==> config.mk <==
export PLATFORM = sky130hd
export DESIGN_NAME = keypad_loader_flat
export DESIGN_NICKNAME = d
export VERILOG_FILES = /design/src/rtl/keypad_loader_pkg.sv /design/src/rtl/keypad_loader_if.sv /design/src/rtl/keypad_loader_key_encoder.sv /design/src/rtl/keypad_loader.sv /design/src/flat_wrapper.sv
export SDC_FILE = /design/constraint.sdc
export NUM_CORES = 1
export LEC_CHECK = 0
export BUFFER_PORTS_ARGS = -buffer_cell sky130_fd_sc_hd__buf_4
export CAP_MARGIN = 20
export CORE_UTILIZATION = 40
export DETAILED_ROUTE_END_ITERATION = 10
export PLACE_DENSITY = 0.62
export SLEW_MARGIN = 20
export SYNTH_ARGS = -nofsm -noshare
export SYNTH_HDL_FRONTEND = slang
export SYNTH_SLANG_ARGS = --single-unit
export TNS_END_PERCENT = 1
==> constraint.sdc <==
create_clock -name clock -period 2.5 [get_ports clock]
set_input_delay 0.5 -clock clock [delete_from_list [all_inputs] [get_ports clock]]
set_output_delay 0.5 -clock clock [all_outputs]
set_load 0.01 [all_outputs]
==> src/rtl/keypad_loader_pkg.sv <==
// Shared types and constants for the countdown-timer keypad front end.
package timer_pkg;
  localparam int BCD_W = 4;
  localparam int KEY_W = 10;
  localparam int MAX_SEC_TENS_DEFAULT = 5;

  typedef enum logic [2:0] {IDLE, ENTRY, LOAD, RUN, PAUSE} state_t;
  typedef logic [BCD_W-1:0] bcd_t;
endpackage

==> src/rtl/keypad_loader_if.sv <==
// Keypad/button inputs and counter-chain drive signals of the keypad loader.
interface keypad_loader_if;
  import timer_pkg::*;

  logic [KEY_W-1:0] keypad;
  logic             startn;
  logic             stopn;
  logic             zero;
  bcd_t             min_data;
  bcd_t             sect_data;
  bcd_t             seco_data;
  logic             loadn;
  logic             enable;
  logic             running;
  logic             err;

  modport master (
    output keypad, startn, stopn, zero,
    input  min_data, sect_data, seco_data, loadn, enable, running, err
  );

  modport slave (
    input  keypad, startn, stopn, zero,
    output min_data, sect_data, seco_data, loadn, enable, running, err
  );
endinterface

==> src/rtl/keypad_loader_key_encoder.sv <==
// Key press detector: a single key appearing after an all-released sample
// produces one key_valid cycle with its decimal value in key_bcd.
module key_encoder
  import timer_pkg::*;
(
  input  logic             clock,
  input  logic             clearn,
  input  logic [KEY_W-1:0] keypad,
  output logic             key_valid,
  output bcd_t             key_bcd
);

  function automatic logic [KEY_W-1:0] bit_mask(input int b);
    logic [KEY_W-1:0] m;
    for (int i = 0; i < KEY_W; i++) begin
      m[i] = ((i >> b) & 1) != 0;
    end
    return m;
  endfunction

  logic [KEY_W-1:0] keypad_prev_reg;
  logic             one_hot;

  always_ff @(posedge clock) begin
    if (!clearn) keypad_prev_reg <= '0;
    else         keypad_prev_reg <= keypad;
  end

  assign one_hot   = (keypad != '0) && ((keypad & (keypad - 1'b1)) == '0);
  assign key_valid = one_hot && (keypad_prev_reg == '0);

  // Each BCD bit is the OR of the keys whose index has that bit set.
  for (genvar gi = 0; gi < BCD_W; gi++) begin : g_bcd
    assign key_bcd[gi] = |(keypad & bit_mask(gi));
  end

endmodule

==> src/rtl/keypad_loader.sv <==
// Entry/load/run sequencer: buffers three BCD digits from the keypad and
// drives the load and count-enable controls of the countdown counter chain.
module keypad_loader
  import timer_pkg::*;
#(
  parameter int LOAD_CYCLES  = 1,
  parameter int MAX_SEC_TENS = MAX_SEC_TENS_DEFAULT
) (
  input  logic            clock,
  input  logic            clearn,
  keypad_loader_if.slave  bus
);

  localparam logic [1:0] LOAD_LAST = 2'(LOAD_CYCLES - 1);
  localparam bcd_t       TENS_MAX  = BCD_W'(MAX_SEC_TENS);

  logic   key_valid;
  bcd_t   key_bcd;
  logic   startn_prev_reg, stopn_prev_reg;
  logic   start_ev, stop_ev;
  state_t state_reg, state_next;
  bcd_t   min_reg, min_next, sect_reg, sect_next, seco_reg, seco_next;
  logic [1:0] load_cnt_reg, load_cnt_next;
  logic   err_reg, err_next;
  logic   buf_empty;

  key_encoder u_key_encoder (
    .clock     (clock),
    .clearn    (clearn),
    .keypad    (bus.keypad),
    .key_valid (key_valid),
    .key_bcd   (key_bcd)
  );

  assign start_ev  = startn_prev_reg & ~bus.startn;
  assign stop_ev   = stopn_prev_reg & ~bus.stopn;
  assign buf_empty = (min_reg == '0) && (sect_reg == '0) && (seco_reg == '0);

  always_ff @(posedge clock) begin
    if (!clearn) begin
      state_reg       <= IDLE;
      min_reg         <= '0;
      sect_reg        <= '0;
      seco_reg        <= '0;
      load_cnt_reg    <= '0;
      err_reg         <= 1'b0;
      startn_prev_reg <= 1'b1;
      stopn_prev_reg  <= 1'b1;
    end else begin
      state_reg       <= state_next;
      min_reg         <= min_next;
      sect_reg        <= sect_next;
      seco_reg        <= seco_next;
      load_cnt_reg    <= load_cnt_next;
      err_reg         <= err_next;
      startn_prev_reg <= bus.startn;
      stopn_prev_reg  <= bus.stopn;
    end
  end

  always_comb begin
    state_next    = state_reg;
    min_next      = min_reg;
    sect_next     = sect_reg;
    seco_next     = seco_reg;
    load_cnt_next = load_cnt_reg;
    err_next      = 1'b0;
    case (state_reg)
      IDLE: begin
        // Buffer is already clear here, so a start can only be rejected.
        if (start_ev && !stop_ev) err_next = 1'b1;
        if (key_valid) begin
          min_next   = sect_reg;
          sect_next  = seco_reg;
          seco_next  = key_bcd;
          state_next = ENTRY;
        end
      end
      ENTRY: begin
        if (stop_ev) begin
          min_next   = '0;
          sect_next  = '0;
          seco_next  = '0;
          state_next = IDLE;
        end else if (start_ev) begin
          if (buf_empty || (sect_reg > TENS_MAX)) begin
            err_next = 1'b1;
          end else begin
            load_cnt_next = '0;
            state_next    = LOAD;
          end
        end else if (key_valid) begin
          min_next  = sect_reg;
          sect_next = seco_reg;
          seco_next = key_bcd;
        end
      end
      LOAD: begin
        if (load_cnt_reg == LOAD_LAST) state_next = RUN;
        else                           load_cnt_next = load_cnt_reg + 2'd1;
      end
      RUN: begin
        if (bus.zero) begin
          min_next   = '0;
          sect_next  = '0;
          seco_next  = '0;
          state_next = IDLE;
        end else if (stop_ev) begin
          state_next = PAUSE;
        end
      end
      PAUSE: begin
        if (stop_ev) begin
          min_next   = '0;
          sect_next  = '0;
          seco_next  = '0;
          state_next = IDLE;
        end else if (start_ev) begin
          state_next = RUN;
        end
      end
      default: state_next = IDLE;
    endcase
  end

  // Controls decode straight from the state register, so loadn and enable
  // are mutually exclusive by construction.
  assign bus.loadn     = (state_reg != LOAD);
  assign bus.enable    = (state_reg == RUN);
  assign bus.running   = (state_reg == RUN);
  assign bus.err       = err_reg;
  assign bus.min_data  = min_reg;
  assign bus.sect_data = sect_reg;
  assign bus.seco_data = seco_reg;

endmodule

==> src/flat_wrapper.sv <==
// flat-port wrapper written by rule: the top's interface ports become plain ports
module keypad_loader_flat import timer_pkg::*;
#(
  parameter int LOAD_CYCLES  = 1,
  parameter int MAX_SEC_TENS = MAX_SEC_TENS_DEFAULT
)
  (clock, clearn, bus_keypad, bus_startn, bus_stopn, bus_zero, bus_min_data, bus_sect_data, bus_seco_data, bus_loadn, bus_enable, bus_running, bus_err);
  keypad_loader_if bus_i ();
  input  logic clock;
  input  logic clearn;
  input wire logic [$bits(bus_i.keypad)-1:0] bus_keypad;
  input wire logic [$bits(bus_i.startn)-1:0] bus_startn;
  input wire logic [$bits(bus_i.stopn)-1:0] bus_stopn;
  input wire logic [$bits(bus_i.zero)-1:0] bus_zero;
  output wire logic [$bits(bus_i.min_data)-1:0] bus_min_data;
  output wire logic [$bits(bus_i.sect_data)-1:0] bus_sect_data;
  output wire logic [$bits(bus_i.seco_data)-1:0] bus_seco_data;
  output wire logic [$bits(bus_i.loadn)-1:0] bus_loadn;
  output wire logic [$bits(bus_i.enable)-1:0] bus_enable;
  output wire logic [$bits(bus_i.running)-1:0] bus_running;
  output wire logic [$bits(bus_i.err)-1:0] bus_err;
  assign bus_i.keypad = bus_keypad;
  assign bus_i.startn = bus_startn;
  assign bus_i.stopn = bus_stopn;
  assign bus_i.zero = bus_zero;
  assign bus_min_data = bus_i.min_data;
  assign bus_sect_data = bus_i.sect_data;
  assign bus_seco_data = bus_i.seco_data;
  assign bus_loadn = bus_i.loadn;
  assign bus_enable = bus_i.enable;
  assign bus_running = bus_i.running;
  assign bus_err = bus_i.err;
  keypad_loader #(.LOAD_CYCLES(LOAD_CYCLES), .MAX_SEC_TENS(MAX_SEC_TENS)) u_core (.clock(clock), .clearn(clearn), .bus(bus_i));
endmodule
==> results.yml <==
run_status:
  outcome: "finished clean"
final_layout:
  drive_gt1_share_pct: 25.9
  diodes: 0
  largest_reg_flops: 10
  syn_to_final_growth_pct: 21.7
  final_nets: 204
  post-route-util_pct: 51.8
logic_synthesis:
  syn_inst: 156
  synth_edf_count: 0
  syn-num-nets: 172
  yosys.cell_types.count: 51
  yosysTopAreaCellShare_pct: 41.6
  ys.flop_type: "dfxtp_1"
  synth_area_leader_cell: "dfxtp_1"
  async_flop_share_pct: 0
  ys_seq_area_share_pct: 41.6
  yosys_warnings: 0
  ys_ff_latch: 30
  synth_area_leaders: "dfxtp_1 42%, mux2i_1 4.2%, and2_1 3.9%, nand2_1 3.6%, o21ai_0 2.8%"
  syn_area_per_cell_um2: 9.25
  post-synth-top-count-cell: "dfxtp_1"
  mappedNetlistArea_mm2: 0.00144
  yosys-top-cells-count: "30 x dfxtp_1, 14 x nand2_1, 9 x and2_1"
setup_path:
  crit_buf_inv: 1
  arrival_ps: 1690
  worstSetupPathType: "reg2out"
  crit_fanout: 17
  endpoint_kind: "output port"
  critPathSlowestCell: "dfxtp_1"
  crit_chain: "or3b_2 -> buf_4"
  cp.required_ps: 2000
  start_kind: "flop"
  cpLargestDelayFamily: "flip-flops"
  cp_slowest_stage_delay_ps: 660
pwr:
  power_density_mw_per_mm2: 496
  p_leak_nw: 0.717
  vdd_drop_max_mv: 0.244
  power_mw: 0.871
worst_hold_path:
  hp-class: "in2reg"
cts:
  clkLatencyLatePin_ps: 330
  clk_pin_slew_ps: 100
  clock-sinks: 30
  postCtsResizedCells: 0
  cts_root_buf: "clkbuf_4"
  cts_buffers: 5
  cts_tree: "yes"
  cts_setup_buffers: 0
  cts_buffer_depth: 2
  cts_htree_levels: 2
  hold_buffers: 0
timing:
  setup-tns-final_ps: 0
  slew_headroom_pct: 65.6
  worst_pin_slew_ps: 515
  setup_violations: 0
  timing.final.crit_share_pct: 87.5
  skew_ps: 12.3
  fin_ws_ps: 312
  drv_slew: 0
  rsz0062_at_grt: "no"
  fmax_mhz: 457
  final.min_clock_period_ps: 2190
  finalHoldViolations: 0
  fin_hold_ws_ps: 375
drt:
  drt_wl_total_um: 3340
  first_pass_iters: 4
  wl_per_cell_um: 14.2
  vias: 1287
  drc_errors: 0
  viasPerCell: 5.48
  drtIter0Drc: 42
  ant_nets: 0
floorplanning:
  placeableCoreArea_mm2: 0.00339
  die_x_um: 62.1
  io_pins: 31
  fp.dieArea_mm2: 0.00385
  initial_core_util_pct: 42.6
  chipHeight_um: 62.1
  rows: 21
grt:
  first_global_vias: 1170
  overflow: 0
  antenna_found_initial: 0
  grt_pass1_wl_um: 5350
  grt_usage_pct: 19.4
  grt_max_degree: 19
place:
  dp.final_hpwl_um: 2500
  routabilityCongestion: 0.812
  pre_cts_slack_ps: 86.1
  io_buffers: 30
run:
  maxCapViolCount: 0
==> path summary, 6_finish.rpt <==
path / cells after the start / endpoint / slack, ps / from
worst max-delay path: 2 / bus_loadn / 310 / u_core.state_reg[1]
worst min-delay path: 2 / u_core.startn_prev_reg / 370 / bus_startn
worst max register to register: 5 / u_core.state_reg[2] / 520 / u_core.state_reg[1]
worst min register to register: 1 / u_core.load_cnt_reg[0] / 460 / u_core.load_cnt_reg[0]
==> per-layer routing <==
layer	share of wire [%]	track usage (%)	up-vias
met5	0	0	-
li1	-	-	650
met4	1.8	10.5	0
met2	49	31.5	26
met1	46	24.2	603
met3	3.5	3.93	8
==> final cells by class <==
| type | count | area (um^2) |
|---|---|---|
| fillers | 332 | 1630 |
| repair buffers | 33 | 248 |
| inverters | 4 | 15.0 |
| multi-input cells | 114 | 774 |
| well taps | 46 | 57.6 |
| clock buffers | 7 | 55.1 |
| clock inverters | 1 | 5.00 |
| flip-flops and latches | 30 | 601 |
==> cells in the final DEF (no fill, tap or decap), drive strengths merged, types with 2 or more instances in the layout <==
master   n
a211o    2
a21oi    6
a221oi   2
a31oi    2
and2    11
buf     33
clkbuf   7
dfxtp   30
inv      4
mux2i    6
nand2   14
nand2b   4
nand3    4
nand4    4
nor2     5
nor2b    3
nor3     6
nor3b    3
nor4     5
o2111a   2
o211a    3
o21ai    9
o311ai   2
or3      2
or3b     3
or4      2
==> worst reg2reg max path: stages, from the launching register on <==
cell     delay [ps]
dfxtp_1         480
or3b_1          440
a32oi_1         220
a31oi_1         200
or4_1           440
a21oi_1         140
==> per-stage QoR <==
| stage | std cells | cell area (um^2) |
|---|---|---|
| global route | 235 | 1760 |
| global placement | 227 | 1700 |
| detailed placement | 227 | 1700 |
| finish | 235 | 1760 |
| CTS | 235 | 1760 |
| floorplan | 156 | 1440 |
==> where the power goes <==
part	switching (mW)	internal (mW)	total (mW)	leakage, nW
logic	0.0397	0.0345	0.0743	0.436
clock network	0.169	0.136	0.305	0.0353
registers	0.00296	0.489	0.492	0.245
==> cell families after synthesis <==
group	Yosys count	synth area share [%]
buffers and inverters	12	4.68
and+or+nand+nor	68	27.1
AOI/OAI and AO/OA	39	21.5
adders and majority gates	1	0.867
DFF	30	41.6
muxes	6	4.16
Power figures use the tool's default switching activity.
